**src/rtl/irq_pkg.sv**
```systemverilog
// Shared definitions for the interrupt pending-latch front end.
//   IRQ_N     : default number of request lines (priority encoder width)
//   irq_vec_t : one bit per request line
//   irq_idx_t : index of one request line
package irq_pkg;
   localparam int IRQ_N = 8;
   typedef logic [IRQ_N-1:0]         irq_vec_t;
   typedef logic [$clog2(IRQ_N)-1:0] irq_idx_t;
endpackage

```
**src/rtl/sync_edge.sv**
```systemverilog
// Multi-flop synchroniser followed by a rising-edge detector for one async line.
//   clk  : sampling clock
//   rst  : asynchronous active-high reset, clears every flop
//   d    : asynchronous input line
//   rise : one-cycle pulse when the synchronised line goes 0->1
module sync_edge #(
   parameter int SYNC_STAGES = 2
) (
   input  logic clk,
   input  logic rst,
   input  logic d,
   output logic rise
);
   logic [SYNC_STAGES-1:0] sync;
   logic                   s_d;

   always_ff @(posedge clk or posedge rst) begin
      if (rst) begin
         sync <= '0;
         s_d  <= 1'b0;
      end else begin
         sync <= {sync[SYNC_STAGES-2:0], d};
         s_d  <= sync[SYNC_STAGES-1];
      end
   end

   // History resets to 0, so a line already high at reset exit gives one event.
   assign rise = sync[SYNC_STAGES-1] & ~s_d;
endmodule

```
**src/rtl/irq_pend_latch.sv**
```systemverilog
// Sticky interrupt pending latch feeding an 8-bit priority encoder.
//   clk, rst    : clock, asynchronous active-high reset
//   irq_in      : async request lines, a 0->1 transition is one event
//   mask_we     : load mask_wdata into the mask register (bit=1 masks)
//   ack_idx     : with ack_valid, clears that pending bit (out-of-range ignored)
//   ovf_clr     : clears all overflow flags
//   pend        : raw pending bits
//   pend_masked : pend & ~mask, drives the encoder input
//   any_pend    : OR of pend_masked
//   mask        : current mask register
//   ovf         : sticky per-line overflow (event lost while already pending)
module irq_pend_latch
   import irq_pkg::*;
#(
   parameter  int N           = IRQ_N,
   parameter  int SYNC_STAGES = 2,
   localparam int IW          = (N > 1) ? $clog2(N) : 1
) (
   input  logic          clk,
   input  logic          rst,
   input  logic [N-1:0]  irq_in,
   input  logic          mask_we,
   input  logic [N-1:0]  mask_wdata,
   input  logic          ack_valid,
   input  logic [IW-1:0] ack_idx,
   input  logic          ovf_clr,
   output logic [N-1:0]  pend,
   output logic [N-1:0]  pend_masked,
   output logic          any_pend,
   output logic [N-1:0]  mask,
   output logic [N-1:0]  ovf
);
   logic [N-1:0] e;
   logic [N-1:0] ack_hit;

   for (genvar i = 0; i < N; i++) begin : g_line
      sync_edge #(.SYNC_STAGES(SYNC_STAGES)) u_sync (
         .clk  (clk),
         .rst  (rst),
         .d    (irq_in[i]),
         .rise (e[i])
      );

      // An index >= N matches no line, so it is silently ignored.
      assign ack_hit[i] = ack_valid && (ack_idx == IW'(i));

      always_ff @(posedge clk or posedge rst) begin
         if (rst) begin
            pend[i] <= 1'b0;
            ovf[i]  <= 1'b0;
         end else begin
            // A new edge beats a same-cycle ack so the event is never lost.
            pend[i] <= e[i] | (pend[i] & ~ack_hit[i]);
            // Setting beats ovf_clr; an ack in the same cycle consumes the old event.
            ovf[i]  <= (e[i] & pend[i] & ~ack_hit[i]) | (ovf[i] & ~ovf_clr);
         end
      end
   end

   always_ff @(posedge clk or posedge rst) begin
      if (rst)          mask <= '0;
      else if (mask_we) mask <= mask_wdata;
   end

   // Mask only gates what the encoder sees; latching and overflow ignore it.
   assign pend_masked = pend & ~mask;
   assign any_pend    = |pend_masked;
endmodule

```
**config.mk**
```make
export PLATFORM = sky130hd
export DESIGN_NAME = irq_pend_latch
export DESIGN_NICKNAME = d
export VERILOG_FILES = /design/src/rtl/irq_pkg.sv /design/src/rtl/sync_edge.sv /design/src/rtl/irq_pend_latch.sv
export SDC_FILE = /design/constraint.sdc
export NUM_CORES = 1
export LEC_CHECK = 0
export ABC_AREA = 0
export CAP_MARGIN = 25
export CORE_UTILIZATION = 48
export CTS_CLUSTER_SIZE = 20
export DETAILED_ROUTE_END_ITERATION = 12
export GPL_ROUTABILITY_DRIVEN = 0
export PLACE_DENSITY_LB_ADDON = 0.15
export SLEW_MARGIN = 20
export SYNTH_ARGS = -nofsm -noshare
export SYNTH_HDL_FRONTEND = slang
export SYNTH_HIERARCHICAL = 1
export SYNTH_SLANG_ARGS = --single-unit
```
**constraint.sdc**
```tcl
create_clock -name clk -period 2.6 [get_ports clk]
set_input_delay 0.39 -clock clk [delete_from_list [all_inputs] [get_ports clk]]
set_output_delay 0.39 -clock clk [all_outputs]
set_load 0.02 [all_outputs]
```
==> flow_summary.yaml, run 1 <==
run_status:
  run_status: "complete, no violations"
floorplan:
  fp-row-count: 21
  x_dimension_of_the_die_um: 61.94
  initial_utilization_pct: 50.87
  top_level_ports: 57
  die_h_um: 61.94
  core_area_um2: 3390
  die_area_um2: 3836
sta:
  setup_viols_final: 0
  rsz0062_at_grt: "no"
  final_report_max_slew_violation_count: 0
  timing_worst_slew_pin_value_ns: 0.4866
  tns_ns: 0
  worst_clock_skew_ns: 0.005936
  timing.final.crit_share_pct: 87.38
  timing_hold_violations_final: 0
  normalized_max_slew_margin_pct: 67.52
  finalCriticalPeriod_ns: 2.272
  final_critical_path_setup_slack_ns: 0.3282
  fmax_mhz: 440.2
clock_tree:
  clock_path_buffers: 2
  cts_setup_buffers: 0
  cts-resized-gates: 0
  worstSkewPairLatency_ns: 0.35
  clk_pin_slew_worst_paths_ns: 0.12
  number_of_cts_inserted_buffers: 5
  cts_hold_buf: 0
  cts_tree: "done"
  clk_root_buffer_cell: "sky130_fd_sc_hd__clkbuf_4"
  h_tree_depth: 2
  clock-sinks: 48
placed_design:
  hpwlAfterDp_um: 2443
  io_buffer_count: 56
  dpl_worst_slack_ns: 0.6361
route:
  post_drt_wl_per_cell_um: 14.14
  drt-initial-drc-count: 26
  via_per_inst: 5.009
  vias_post_dr: 1122
  drcViolationCount: 0
  drt-pass1-iter-count: 4
  post_route_ant_nets: 0
  wl_um: 3167
worst_setup_path:
  timing.critical_path.from: "pend[1]"
  source_of_the_worst_register_to_register_timing_path: "g_line[1].u_sync/sync[1]"
  reg2reg_depth: 2
  worst_ep_arrival_time_ns: 1.88
  timing_worst_setup_path_type: "register to output port"
  cp_max_fo: 4
  reg2reg_setup_slack_ns: 1.72
  crit_required_ns: 2.21
  worstReg2RegEnd: "ovf[1]"
  critical_path.endpoint_type: "output port"
  setup.worst_path.start_class: "register"
final_layout:
  post_route_cells_drive_above_1_share_pct: 14.04
  nNetsFinal: 201
  mostFrequentLayoutCell: "sky130_fd_sc_hd__clkdlybuf4s50_1"
  flow.area_growth_from_synthesis_pct: 39.48
  final_cell_mix: "56 x sky130_fd_sc_hd__clkdlybuf4s50_1, 48 x sky130_fd_sc_hd__dfrtp_1, 12 x sky130_fd_sc_hd__inv_1"
  filler_cell_count: 236
  antenna-diode-count: 0
flow_run:
  max_cap_violations: 0
power_and_ir_drop:
  vdd_ir_drop_max_v: 0.0004602
  power_per_cell_area_nw_per_um2: 625.4
  p_leak_uw: 0.001039
global_route:
  grt_first_pass_wirelength_um: 4692
  antenna_violations_before_repair: 0
  grt.total_usage_pct: 18.92
  grt-ovfl-total: 0
  grt_max_degree: 14
  grt_pass1_vias: 1014
hold_path:
  min_path_type: "register to register"
  hold-path-endpoint: "g_line[4].u_sync/sync[1]"
  worst_hold_startpoint: "g_line[4].u_sync/sync[0]"
  hold_path_depth: 0
synth:
  synthesis.nets: 138
  synth-seq-area-share_pct: 69.67
  synthesis.area_per_instance_um2: 15.12
  post_synthesis_cell_type_count: 18
  ys_seq_elements: 48
  post_synth_instance_area_um2: 1724
  post_synth_inst_count: 114
  yosys_warnings: 6
[synth_stat cells]
master	number	area, um^2
sky130_fd_sc_hd__inv_2	1	3.750
sky130_fd_sc_hd__o31ai_1	1	7.510
sky130_fd_sc_hd__clkbuf_1	1	3.750
sky130_fd_sc_hd__nand2_1	4	15.01
sky130_fd_sc_hd__nand4b_1	3	26.28
sky130_fd_sc_hd__o41ai_1	1	8.760
sky130_fd_sc_hd__inv_1	12	45.04
sky130_fd_sc_hd__dfrtp_1	48	1201
sky130_fd_sc_hd__a21o_1	5	37.54
sky130_fd_sc_hd__or4b_1	2	20.02
sky130_fd_sc_hd__nor2b_1	8	50.05
sky130_fd_sc_hd__a32o_1	6	60.06
sky130_fd_sc_hd__mux2_2	8	90.09
sky130_fd_sc_hd__o2bb2ai_1	2	17.52
sky130_fd_sc_hd__nand4_1	1	6.260
sky130_fd_sc_hd__nor4_1	2	12.51
sky130_fd_sc_hd__a21o_2	1	8.760
sky130_fd_sc_hd__nor2b_4	8	110.1
[power breakdown]
| part | internal, uW | leakage, uW | switching (uW) | total (uW) |
|---|---|---|---|---|
| clock | 134 | 0.0000326 | 210 | 344 |
| combinational | 171 | 0.000454 | 145 | 315 |
| sequential | 803 | 0.000552 | 41.1 | 844 |
| total | 1110 | 0.00104 | 396 | 1500 |
[through the flow]
| stage | power, uW | util, % | area, um^2 | hold slack (ns) | std cells |
|---|---|---|---|---|---|
| floorplan | 1004 | - | 1724 | 0.1436 | 114 |
| global placement | 1171 | 69.21 | 2346 | 0.3364 | 216 |
| detailed placement | 1179 | 69.21 | 2346 | 0.3364 | 216 |
| CTS | 1523 | 70.95 | 2405 | 0.3710 | 224 |
| global route | 1585 | 70.95 | 2405 | 0.3791 | 224 |
| finish | 1504 | 70.95 | 2405 | 0.3667 | 224 |
[layer usage]
| metal | routed length (um) | GRT usage, % | up-vias |
|---|---|---|---|
| met4 | 64 | 12.38 | 0 |
| met5 | 0 | 0 | - |
| met1 | 1316 | 21.48 | 548 |
| met3 | 190 | 4.969 | 6 |
| li1 | - | - | 522 |
| met2 | 1595 | 31.64 | 46 |
[worst max path at each step]
stage | slack [ns] | to | cells past startpoint
after CTS | 0.32 | any_pend | 4
after global routing | 0.18 | any_pend | 4
after floorplan | 1.04 | any_pend | 3
after global placement | 0.67 | ovf[1] | 4
after detailed placement | 0.64 | ovf[1] | 4
final | 0.33 | any_pend | 4
[state kept, by name, indices dropped and copies added, names as in the netlist]
register,flops
g_line.u_sync/sync,16
g_line.u_sync/s_d,8
ovf,8
pend,8
mask,8
[kinds of logic after synthesis]
kind of cell	after synthesis	synth area share [%]
AND/OR/NAND/NOR	28	13.93
multiplexers	8	5.225
buffers and inverters	14	3.047
AO/OA/AOI/OAI	16	8.129
flip-flops	48	69.67
[critical path: stages, from the launching register on]
cell	delay (ns)
sky130_fd_sc_hd__dfrtp_1	0.44
sky130_fd_sc_hd__nor2b_1	0.16
sky130_fd_sc_hd__nor4_1	0.31
sky130_fd_sc_hd__nand2_1	0.08
sky130_fd_sc_hd__clkdlybuf4s50_1	0.54
[cell type report]
cell class,count,area (um^2),area share (%)
flip-flops and latches,48,1201,49.95
repair buffers,57,568.0,23.62
multi-input cells,52,470.5,19.56
clock buffers,8,58.81,2.445
well taps,46,57.56,2.393
inverters,13,48.80,2.029
Note: power is estimated with default switching activity, not from simulation.
==> inputs of run 2 (changes only) <==
--- a/config.mk
+++ b/config.mk
@@ -6,6 +6,7 @@
 export NUM_CORES = 1
 export LEC_CHECK = 0
 export ABC_AREA = 0
+export ABC_CLOCK_PERIOD_IN_PS = 2600
 export CAP_MARGIN = 25
 export CORE_UTILIZATION = 48
 export CTS_CLUSTER_SIZE = 20
==> results of run 2 <==
Same layout as run 1: the final DEF is identical, and so are final timing and power.
==> inputs of run 3 (changes only) <==
--- a/config.mk
+++ b/config.mk
@@ -9,12 +9,13 @@
 export ABC_CLOCK_PERIOD_IN_PS = 2600
 export CAP_MARGIN = 25
 export CORE_UTILIZATION = 48
-export CTS_CLUSTER_SIZE = 20
 export DETAILED_ROUTE_END_ITERATION = 12
 export GPL_ROUTABILITY_DRIVEN = 0
+export HOLD_SLACK_MARGIN = 0.03
 export PLACE_DENSITY_LB_ADDON = 0.15
 export SLEW_MARGIN = 20
 export SYNTH_ARGS = -nofsm -noshare
 export SYNTH_HDL_FRONTEND = slang
 export SYNTH_HIERARCHICAL = 1
 export SYNTH_SLANG_ARGS = --single-unit
+export TNS_END_PERCENT = 50
==> results of run 3 <==
Same layout as run 1: the final DEF is identical, and so are final timing and power.
